===== src/rtl/mem_pkg.sv =====
// Shared types and constants for the data-side memory responder.
package mem_pkg;

  localparam int WORD_BYTES = 4;
  localparam int LANE_BITS  = $clog2(WORD_BYTES);

  typedef enum logic [2:0] {
    MT_B  = 3'b000,
    MT_H  = 3'b001,
    MT_W  = 3'b010,
    MT_BU = 3'b100,
    MT_HU = 3'b101
  } mem_type_t;

  typedef enum logic [1:0] {
    IDLE,
    RD_WAIT,
    RMW
  } state_t;

  function automatic logic type_legal(input logic [2:0] t);
    return (t == MT_B) || (t == MT_H) || (t == MT_W) || (t == MT_BU) || (t == MT_HU);
  endfunction

endpackage


===== src/rtl/mem_lane_align.sv =====
// Little-endian lane steering: extends a loaded lane and merges a store lane into an old word.
module mem_lane_align
  import mem_pkg::*;
(
  input  logic [31:0]          word_i,
  input  logic [31:0]          new_i,
  input  logic [LANE_BITS-1:0] off_i,
  input  logic [2:0]           type_i,
  output logic [31:0]          load_o,
  output logic [31:0]          merged_o
);

  logic [7:0]  byte_sel;
  logic [15:0] half_sel;

  always_comb begin
    byte_sel = word_i[7:0];
    case (off_i)
      2'd1:    byte_sel = word_i[15:8];
      2'd2:    byte_sel = word_i[23:16];
      2'd3:    byte_sel = word_i[31:24];
      default: byte_sel = word_i[7:0];
    endcase
    half_sel = off_i[1] ? word_i[31:16] : word_i[15:0];
  end

  always_comb begin
    load_o = word_i;
    case (type_i)
      MT_B:    load_o = {{24{byte_sel[7]}}, byte_sel};
      MT_BU:   load_o = {24'h0, byte_sel};
      MT_H:    load_o = {{16{half_sel[15]}}, half_sel};
      MT_HU:   load_o = {16'h0, half_sel};
      default: load_o = word_i;
    endcase
  end

  always_comb begin
    merged_o = word_i;
    case (type_i)
      MT_B, MT_BU: begin
        case (off_i)
          2'd1:    merged_o[15:8]  = new_i[7:0];
          2'd2:    merged_o[23:16] = new_i[7:0];
          2'd3:    merged_o[31:24] = new_i[7:0];
          default: merged_o[7:0]   = new_i[7:0];
        endcase
      end
      MT_H, MT_HU: begin
        if (off_i[1]) merged_o[31:16] = new_i[15:0];
        else          merged_o[15:0]  = new_i[15:0];
      end
      default: merged_o = new_i;
    endcase
  end

endmodule


===== src/rtl/data_mem_responder.sv =====
// CPU data port to single-port synchronous SRAM: sized loads with extension, word stores,
// and read-modify-write for byte/halfword stores.
module data_mem_responder
  import mem_pkg::*;
#(
  parameter int ADDR_W = 12
) (
  input  logic              CLK,
  input  logic              Reset_n,
  input  logic [31:0]       MEM_addr,
  input  logic [31:0]       MEM_WR_out,
  input  logic [2:0]        MEM_type,
  input  logic              MEM_rd_en,
  input  logic              MEM_wr_en,
  output logic [31:0]       MEM_data,
  output logic              MEM_valid,
  output logic              MEM_ready,
  output logic              MEM_err,
  output logic              sram_en,
  output logic              sram_we,
  output logic [ADDR_W-3:0] sram_addr,
  output logic [31:0]       sram_wdata,
  input  logic [31:0]       sram_rdata,
  output state_t            dbg_state_o
);

  // Handshake: a request is taken in any cycle where MEM_ready=1 and rd_en|wr_en is high;
  // the CPU holds its request while MEM_ready=0. MEM_valid/MEM_err are single-cycle pulses.

  state_t               state_q, state_d;
  logic [31:0]          data_q, data_d;
  logic                 valid_q, valid_d;
  logic                 err_q, err_d;
  logic [LANE_BITS-1:0] off_q, off_d;
  logic [2:0]           type_q, type_d;
  logic [31:0]          wdata_q, wdata_d;
  logic [ADDR_W-3:0]    waddr_q, waddr_d;

  logic        req, reject, misaligned, out_of_range;
  logic [31:0] load_ext, merged;

  assign req          = MEM_rd_en | MEM_wr_en;
  assign misaligned   = (((MEM_type == MT_H) || (MEM_type == MT_HU)) && MEM_addr[0]) ||
                        ((MEM_type == MT_W) && (MEM_addr[LANE_BITS-1:0] != '0));
  assign out_of_range = |MEM_addr[31:ADDR_W];
  assign reject       = (MEM_rd_en & MEM_wr_en) | ~type_legal(MEM_type) | misaligned | out_of_range;

  // One aligner serves both the load return and the RMW merge; both use the latched request.
  mem_lane_align u_align (
    .word_i   (sram_rdata),
    .new_i    (wdata_q),
    .off_i    (off_q),
    .type_i   (type_q),
    .load_o   (load_ext),
    .merged_o (merged)
  );

  always_comb begin
    state_d    = state_q;
    data_d     = data_q;
    valid_d    = 1'b0;
    err_d      = 1'b0;
    off_d      = off_q;
    type_d     = type_q;
    wdata_d    = wdata_q;
    waddr_d    = waddr_q;
    sram_en    = 1'b0;
    sram_we    = 1'b0;
    sram_addr  = waddr_q;
    sram_wdata = wdata_q;
    case (state_q)
      IDLE: begin
        if (req) begin
          if (reject) begin
            err_d = 1'b1;
          end else begin
            sram_en   = 1'b1;
            sram_addr = MEM_addr[ADDR_W-1:LANE_BITS];
            off_d     = MEM_addr[LANE_BITS-1:0];
            type_d    = MEM_type;
            wdata_d   = MEM_WR_out;
            waddr_d   = MEM_addr[ADDR_W-1:LANE_BITS];
            if (MEM_rd_en) begin
              state_d = RD_WAIT;
            end else if (MEM_type == MT_W) begin
              sram_we    = 1'b1;
              sram_wdata = MEM_WR_out;
            end else begin
              state_d = RMW;
            end
          end
        end
      end
      RD_WAIT: begin
        data_d  = load_ext;
        valid_d = 1'b1;
        state_d = IDLE;
      end
      RMW: begin
        sram_en    = 1'b1;
        sram_we    = 1'b1;
        sram_wdata = merged;
        state_d    = IDLE;
      end
      default: state_d = IDLE;
    endcase
  end

  always_ff @(posedge CLK or negedge Reset_n) begin
    if (!Reset_n) begin
      state_q <= IDLE;
      data_q  <= '0;
      valid_q <= 1'b0;
      err_q   <= 1'b0;
      off_q   <= '0;
      type_q  <= '0;
      wdata_q <= '0;
      waddr_q <= '0;
    end else begin
      state_q <= state_d;
      data_q  <= data_d;
      valid_q <= valid_d;
      err_q   <= err_d;
      off_q   <= off_d;
      type_q  <= type_d;
      wdata_q <= wdata_d;
      waddr_q <= waddr_d;
    end
  end

  assign MEM_data    = data_q;
  assign MEM_valid   = valid_q;
  assign MEM_err     = err_q;
  assign MEM_ready   = (state_q == IDLE);
  assign dbg_state_o = state_q;

endmodule


===== config.mk =====
export PLATFORM = sky130hd
export DESIGN_NAME = data_mem_responder
export DESIGN_NICKNAME = d
export VERILOG_FILES = /design/src/rtl/mem_pkg.sv /design/src/rtl/mem_lane_align.sv /design/src/rtl/data_mem_responder.sv
export SDC_FILE = /design/constraint.sdc
export NUM_CORES = 1
export LEC_CHECK = 0
export ABC_AREA = 1
export CORE_MARGIN = 2
export CORE_UTILIZATION = 43
export CTS_CLUSTER_SIZE = 16
export DETAILED_ROUTE_END_ITERATION = 6
export GPL_TIMING_DRIVEN = 0
export PLACE_DENSITY = 0.78
export SETUP_SLACK_MARGIN = 0.15
export SLEW_MARGIN = 25
export SYNTH_ARGS = -nofsm -noshare
export SYNTH_HDL_FRONTEND = slang
export SYNTH_SLANG_ARGS = --single-unit

===== constraint.sdc =====
create_clock -name CLK -period 1.5 [get_ports CLK]
set_input_delay 0.225 -clock CLK [delete_from_list [all_inputs] [get_ports CLK]]
set_output_delay 0.225 -clock CLK [all_outputs]
set_load 0.01 [all_outputs]

==> results_dict.tcl, run 1 <==
set metrics [dict create \
    outcome "complete, but fails checks" \
    violations "DRC, setup timing" \
    grt_first_pass_wirelength_um 43900 \
    drt_iter0_markers 1480 \
    synth_top_area_cell "dfrtp_1" \
    ff2ff_path_depth 12 \
    fin_worst_skew_ps 8.26 \
    boundaryPins 184 \
    cts_buffers 9 \
    final_cells 1395 \
    crit_arrival_ps 2140 \
    drive_gt1_frac 0.456 \
    dr.pass1.iters 7 \
    drv_slew 0 \
    synth-compound-area-share 0.245 \
    path_class "register to primary output" \
    p_per_area_nw_per_um2 457 \
    antennaDiodeCount 0 \
    area_delta_synth_final_pct 101 \
    dieHeight_um 120 \
    worstSetupPathDepth 9 \
    synth_area_per_cell_um2 6.67 \
    cp_top_family "buffers and inverters" \
    cts_root_buf "clkbuf_16" \
    h-tree-depth 3 \
    worstPathRequired_ps 1270 \
    worst-path-buf-inv 4 \
    grt_max_degree 47 \
    place_inst 1228 \
    slew_headroom 0.518 \
    dieArea_um2 14400 \
    wl_um 35300 \
    hpwl_um 17900 \
    dr_total_vias 8997 \
    maxCapViolations 0 \
    ir_worst_vdd_mv 0.440 \
    min_period_ps 2360 \
    final_antenna_net_count 0 \
    slowest_stage "dfrtp_2" \
    antenna_found_initial 0 \
    grt_pass1_vias 7895 \
    synthSimpleGateAreaFrac 0.270 \
    fin_nets 1317 \
    insertion_delay_ps 360 \
    synth.distinct_cells 33 \
    vias_per_cell 6.45 \
    syn-cell-area_um2 5790 \
    grt_overflow 0 \
    start_util 0.439 \
    synth_area_leaders "dfrtp_1 36%, nand2_1 12%, nand3_1 8.8%" \
    worst_pin_slew_ps 723 \
    holdPathStages 3 \
    clk_pin_slew_worst_paths_ps 70 \
    clock_sinks 83 \
    coreArea_um2 13200 \
    p_leak_nw 5.33 \
    synth_top_family_by_area "simple AND/OR/NAND/NOR gates" \
    syn_nets 971 \
    fmax_mhz 423 \
    synth_top_cell_area_share 0.359 \
    cp_max_fo 7 \
    gp_congestion 0.977 \
    ys.flop_type "dfrtp_1" \
    post_drt_wl_per_cell_um 25.3 \
    cp_slowest_stage_delay_ps 500 \
    final_util 0.880 \
    port_buffers 183 \
    setup_slack_ps -861 \
    tns_ps -56470 \
    fp-row-count 42 \
    clockBufferDepth 2 \
    synth_edf_count 0 \
    setup_viol 126 \
    synth.yosys.seq_area_share 0.359 \
    drc_errors 5 \
    cts_tree "built" \
    synth-xor-area-share 0 \
    synth-seq-cells 83 \
    synthAdderAreaFrac 0 \
    crit_chain "buf_6 -> nand2_8 -> buf_8 -> buf_6 -> nand2_1 -> o211ai_1 -> o2111ai_1 -> nand3_2 -> buf_6" \
    hold_path.class "input port to register" \
    hold_viol 0 \
    post-route-period-util 1.57 \
    worstSetupEndpointType "primary output" \
    yosysWarnings 0 \
    die_w_um 120 \
    synth_mux_area_frac 0 \
    startpoint_type "register" \
    grt_use_total 0.400 \
    async_flop_share 1.00 \
    path_common_cell "buf_6" \
    rsz0062_at_grt "true" \
    syn-instance-count 868 \
]
==> metal layers <==
| metal | wire length [um] | track usage | vias to the layer above | share of wire |
|---|---|---|---|---|
| met2 | 15600 | 0.617 | 912 | 0.44 |
| met5 | 0 | 0 | - | 0 |
| li1 | - | - | 3597 | - |
| met3 | 4700 | 0.0908 | 327 | 0.13 |
| met1 | 11700 | 0.515 | 4161 | 0.33 |
| met4 | 3180 | 0.229 | 0 | 0.090 |
==> final cells by class <==
type | count | area (um2)
clock inverter | 3 | 45.0
timing repair inverter | 1 | 7.51
inverter | 122 | 502
buffer | 52 | 631
timing repair buffer | 332 | 3450
tap | 176 | 220
multi-input combinational | 613 | 4400
sequential | 83 | 2080
clock buffer | 13 | 270
fill | 633 | 1580
==> report_power, final <==
group	leakage, nW	switching, mW	internal [mW]	total (mW)
combinational	4.19	0.334	0.300	0.635
clock	0.148	1.00	1.43	2.43
sequential	0.994	0.000516	2.24	2.24
total	5.33	1.34	3.97	5.30
==> metrics by stage <==
step	area (um2)	hold slack (ps)	worst slack [ps]	total power [mW]
after detailed placement	8230	144	-1210	2.78
after CTS	10500	160	-686	5.16
after global placement	8200	451	-3160	2.77
after floorplan	6150	-70.6	-80.1	2.38
final	11600	198	-861	5.30
after global routing	11600	204	-1010	5.41
==> cells by family (layout without fill, tap and decap cells) <==
kind of cell | after synthesis | count (layout)
simple gates | 366 | 368
compound gates | 245 | 245
buf+inv | 174 | 523
flops | 83 | 83
==> timing repair <==
action | CTS | global route
hold endpoints to repair | 37 | 0
cloned | 10 | 8
gates resized for setup | 616 | 208
pin swaps | 109 | 67
setup endpoints to repair | 164 | 128
buffers inserted | 104 | 28
hold buffers | 1 | 0
==> flip-flops by register name (all words and copies together) (netlist names) <==
signal       count
off_q            2
MEM_err          1
wdata_q         32
dbg_state_o      2
type_q           3
waddr_q         10
MEM_valid        1
MEM_data        32
==> worst min-delay path: stages <==
cell,delay (ps)
buf_2,140
nor2_4,120
a21oi_2,40
==> path summary, 6_finish.rpt <==
kind / from / to / slack [ps]
worst max register to register: dbg_state_o[0] / wdata_q[12] / -500
worst min register to register: MEM_data[1] / MEM_data[1] / 470
max in group asynchronous: Reset_n / dbg_state_o[1] / 570
worst max-delay path: off_q[0] / sram_wdata[14] / -860
min in group asynchronous: Reset_n / MEM_data[24] / 320
worst min-delay path: MEM_type[0] / type_q[0] / 200
==> placed cells by master, fill, tap and decap left out, types with 8 or more instances in the layout <==
cell	netlist	layout
inv_2	6	8
buf_6	5	116
buf_12	0	13
nand3_2	1	46
nand3_1	102	55
buf_4	4	54
a21oi_2	5	27
clkbuf_16	0	18
clkbuf_2	0	12
dfrtp_1	83	79
nor2_1	63	41
o21ai_2	0	43
o21ai_1	29	35
o21bai_1	16	16
nor2_4	3	21
o211ai_1	13	13
o21ai_0	94	44
buf_8	0	22
o2111ai_2	0	11
buf_2	20	25
inv_1	115	104
nand2_2	4	22
a21oi_1	57	32
dlygate4sd2_1	0	38
clkdlybuf4s50_1	0	74
nand2_4	0	50
nand2_1	184	111
==> cell usage after synthesis (2+ instances only) <==
| master | count |
|---|---|
| nand3_1 | 102 |
| buf_2 | 20 |
| a21oi_1 | 57 |
| o22ai_1 | 7 |
| nor2_1 | 63 |
| a21oi_2 | 5 |
| o21bai_1 | 16 |
| nor2_2 | 2 |
| o21ai_0 | 94 |
| buf_1 | 3 |
| nand2_2 | 4 |
| o211ai_1 | 13 |
| o221ai_1 | 7 |
| o21ai_1 | 29 |
| or2_2 | 2 |
| and2_0 | 2 |
| buf_4 | 4 |
| nand2_1 | 184 |
| inv_2 | 6 |
| clkbuf_1 | 20 |
| inv_1 | 115 |
| nor2_4 | 3 |
| o2111ai_1 | 14 |
| dfrtp_1 | 83 |
| buf_6 | 5 |
No activity file was read; power rests on OpenSTA's default activity.
==> run 2: changes to the inputs <==
--- a/config.mk
+++ b/config.mk
@@ -13,6 +13,7 @@
 export GPL_TIMING_DRIVEN = 0
 export PLACE_DENSITY = 0.78
 export SETUP_SLACK_MARGIN = 0.15
+export SKIP_LAST_GASP = 1
 export SLEW_MARGIN = 25
 export SYNTH_ARGS = -nofsm -noshare
 export SYNTH_HDL_FRONTEND = slang
==> run 2 against run 1 <==
The run still ends with DRC, setup timing left; setup slack improved by 130 ps; cell count hardly changed; via count fell by 0.97%; combinational power is essentially flat.
==> results_dict.tcl, run 2 (synthesis gave the netlist of run 1 again) <==
set metrics [dict create \
    h-tree-depth 3 \
    grt_first_pass_wirelength_um 43400 \
    p_per_area_nw_per_um2 462 \
    fin_nets 1318 \
    grt_max_degree 47 \
    min_period_ps 2230 \
    dieHeight_um 120 \
    route.met2.wl_um 14800 \
    dieArea_um2 14400 \
    slew_headroom 0.555 \
    port_buffers 183 \
    setup_viol 120 \
    worstSetupEndpointType "primary output" \
    antennaDiodeCount 0 \
    rsz0062_at_grt "true" \
    fp-row-count 42 \
    ff2ff_path_depth 12 \
    ir_worst_vdd_mv 0.484 \
    seq_area_um2 2080 \
    highest_layer "met4" \
    cts_tree "built" \
    final_antenna_net_count 0 \
    antenna_found_initial 0 \
    cp-endpoint "sram_wdata[13]" \
    vias_per_cell 6.38 \
    clock_sinks 83 \
    final_common_cell "nand2_1" \
    post_drt_wl_per_cell_um 24.1 \
    gp_congestion 0.977 \
    boundaryPins 184 \
    outcome "complete, but fails checks" \
    path_class "register to primary output" \
    power.total_mw 5.32 \
    area_delta_synth_final_pct 98.9 \
    hold_viol 0 \
    drc_errors 24 \
    startpoint "wdata_q[5]" \
    layout_common_cells "109 x nand2_1, 107 x buf_6, 104 x inv_1, 80 x dfrtp_1, 74 x clkdlybuf4s50_1" \
    p_sw_mw 1.34 \
    rr_startpoint "off_q[1]" \
    hold_path.class "input port to register" \
    startpoint_type "register" \
    r2r_slack_ps -610 \
    crit_arrival_ps 2000 \
    dr_total_vias 8910 \
    violations "DRC, setup timing" \
    coreArea_um2 13200 \
    grt_pass1_vias 7747 \
    die_w_um 120 \
    p_int_mw 3.97 \
    grt_use_total 0.393 \
    multi_input_area_um2 4450 \
    insertion_delay_ps 360 \
    dpl_cell_area_um2 8230 \
    cts_buffers 9 \
    fin_worst_skew_ps 5.91 \
    drive_gt1_frac 0.461 \
    setup_slack_ps -728 \
    clkPwrFrac 0.459 \
    fmax_mhz 449 \
    p_leak_nw 5.31 \
    p_comb_frac 0.120 \
    fin_area_um2 11500 \
    met1Wirelength_um 11700 \
    cp_max_fo 5 \
    power_frac_seq 0.421 \
    hpwl_um 17900 \
    switching_share 0.253 \
    drt_iter0_markers 1467 \
    start_util 0.439 \
    routed-wl-met3_um 4040 \
    r2r-end "MEM_data[13]" \
    drv_slew 0 \
    clockBufferDepth 2 \
    dr.pass1.iters 7 \
    fillCellCount 656 \
    clk_pin_slew_worst_paths_ps 70 \
    cts_root_buf "clkbuf_16" \
    wl_um 33600 \
    maxCapViolations 0 \
    worst_pin_slew_ps 667 \
    grt_overflow 0 \
    worstPathRequired_ps 1270 \
    post-route-period-util 1.49 \
]
## run 2: cell count changes in the layout (fill, tap and decap cells not counted), moves of 5 or more
cell	change
buf_6	-9
nand2_2	+5
buf_4	+16
o21ai_2	-6
## run 2: area by class of cell
cell class              count  share of cell area
repair buffers            335               0.290
plain buffers              51              0.0523
well taps                 176              0.0191
flip-flops and latches     83               0.181
clock buffers              13              0.0235
multi-input cells         613               0.387
inverters                 122              0.0440
clock inverters             3             0.00391
## run 2: how the worst min path moves through the flow
stage               depth (start not counted)  slack (ps)      endpoint   startpoint
finish                                      3         180     type_q[2]  MEM_type[2]
global route                                3         190     type_q[2]  MEM_type[2]
floorplan                                   0         -70   MEM_data[0]      Reset_n
detailed placement                          1         140  MEM_data[24]      Reset_n
global placement                            2         450    waddr_q[8]   waddr_q[8]
CTS                                         3         160     type_q[2]  MEM_type[2]
## run 2: metrics by stage
stage | hold WS [ps] | setup TNS [ps] | std cells | util | setup slack (ps)
floorplan | -70.6 | -1310 | 868 | - | -80.1
global placement | 451 | -317370 | 1227 | 0.622 | -3160
detailed placement | 144 | -85180 | 1228 | 0.624 | -1210
CTS | 159 | -41530 | 1359 | 0.790 | -686
global route | 192 | -62620 | 1396 | 0.873 | -787
finish | 180 | -56650 | 1396 | 0.873 | -728
## run 2: critical path, stage by stage, from the launching register on
cell,delay (ps)
dfrtp_1,570
inv_1,260
o21ai_0,240
a21oi_1,60
a211o_1,290
nand3_2,100
buf_6,110
## run 2: per-layer routing
metal | track usage | vias up
li1 | - | 3598
met1 | 0.523 | 4102
met2 | 0.605 | 890
met3 | 0.0794 | 320
met4 | 0.201 | 0
met5 | 0 | -
## run 2: what timing repair did
item                                    in CTS  in global routing
hold endpoints to repair                    37                  0
pin swaps                                  106                 60
endpoints found under the setup margin     164                127
buffers inserted                           104                 32
cloned                                      10                  6
gates resized for setup                    575                245
hold buffers                                 1                  0
## run 2: power by group through the flow
stage	registers [mW]	clock network, mW	logic, mW
2_1_floorplan	2.28	0	0.0930
3_3_place_gp	2.28	0	0.483
3_5_place_dp	2.28	0	0.497
4_1_cts	2.24	2.37	0.550
5_1_grt	2.24	2.51	0.665
6_report	2.24	2.44	0.637
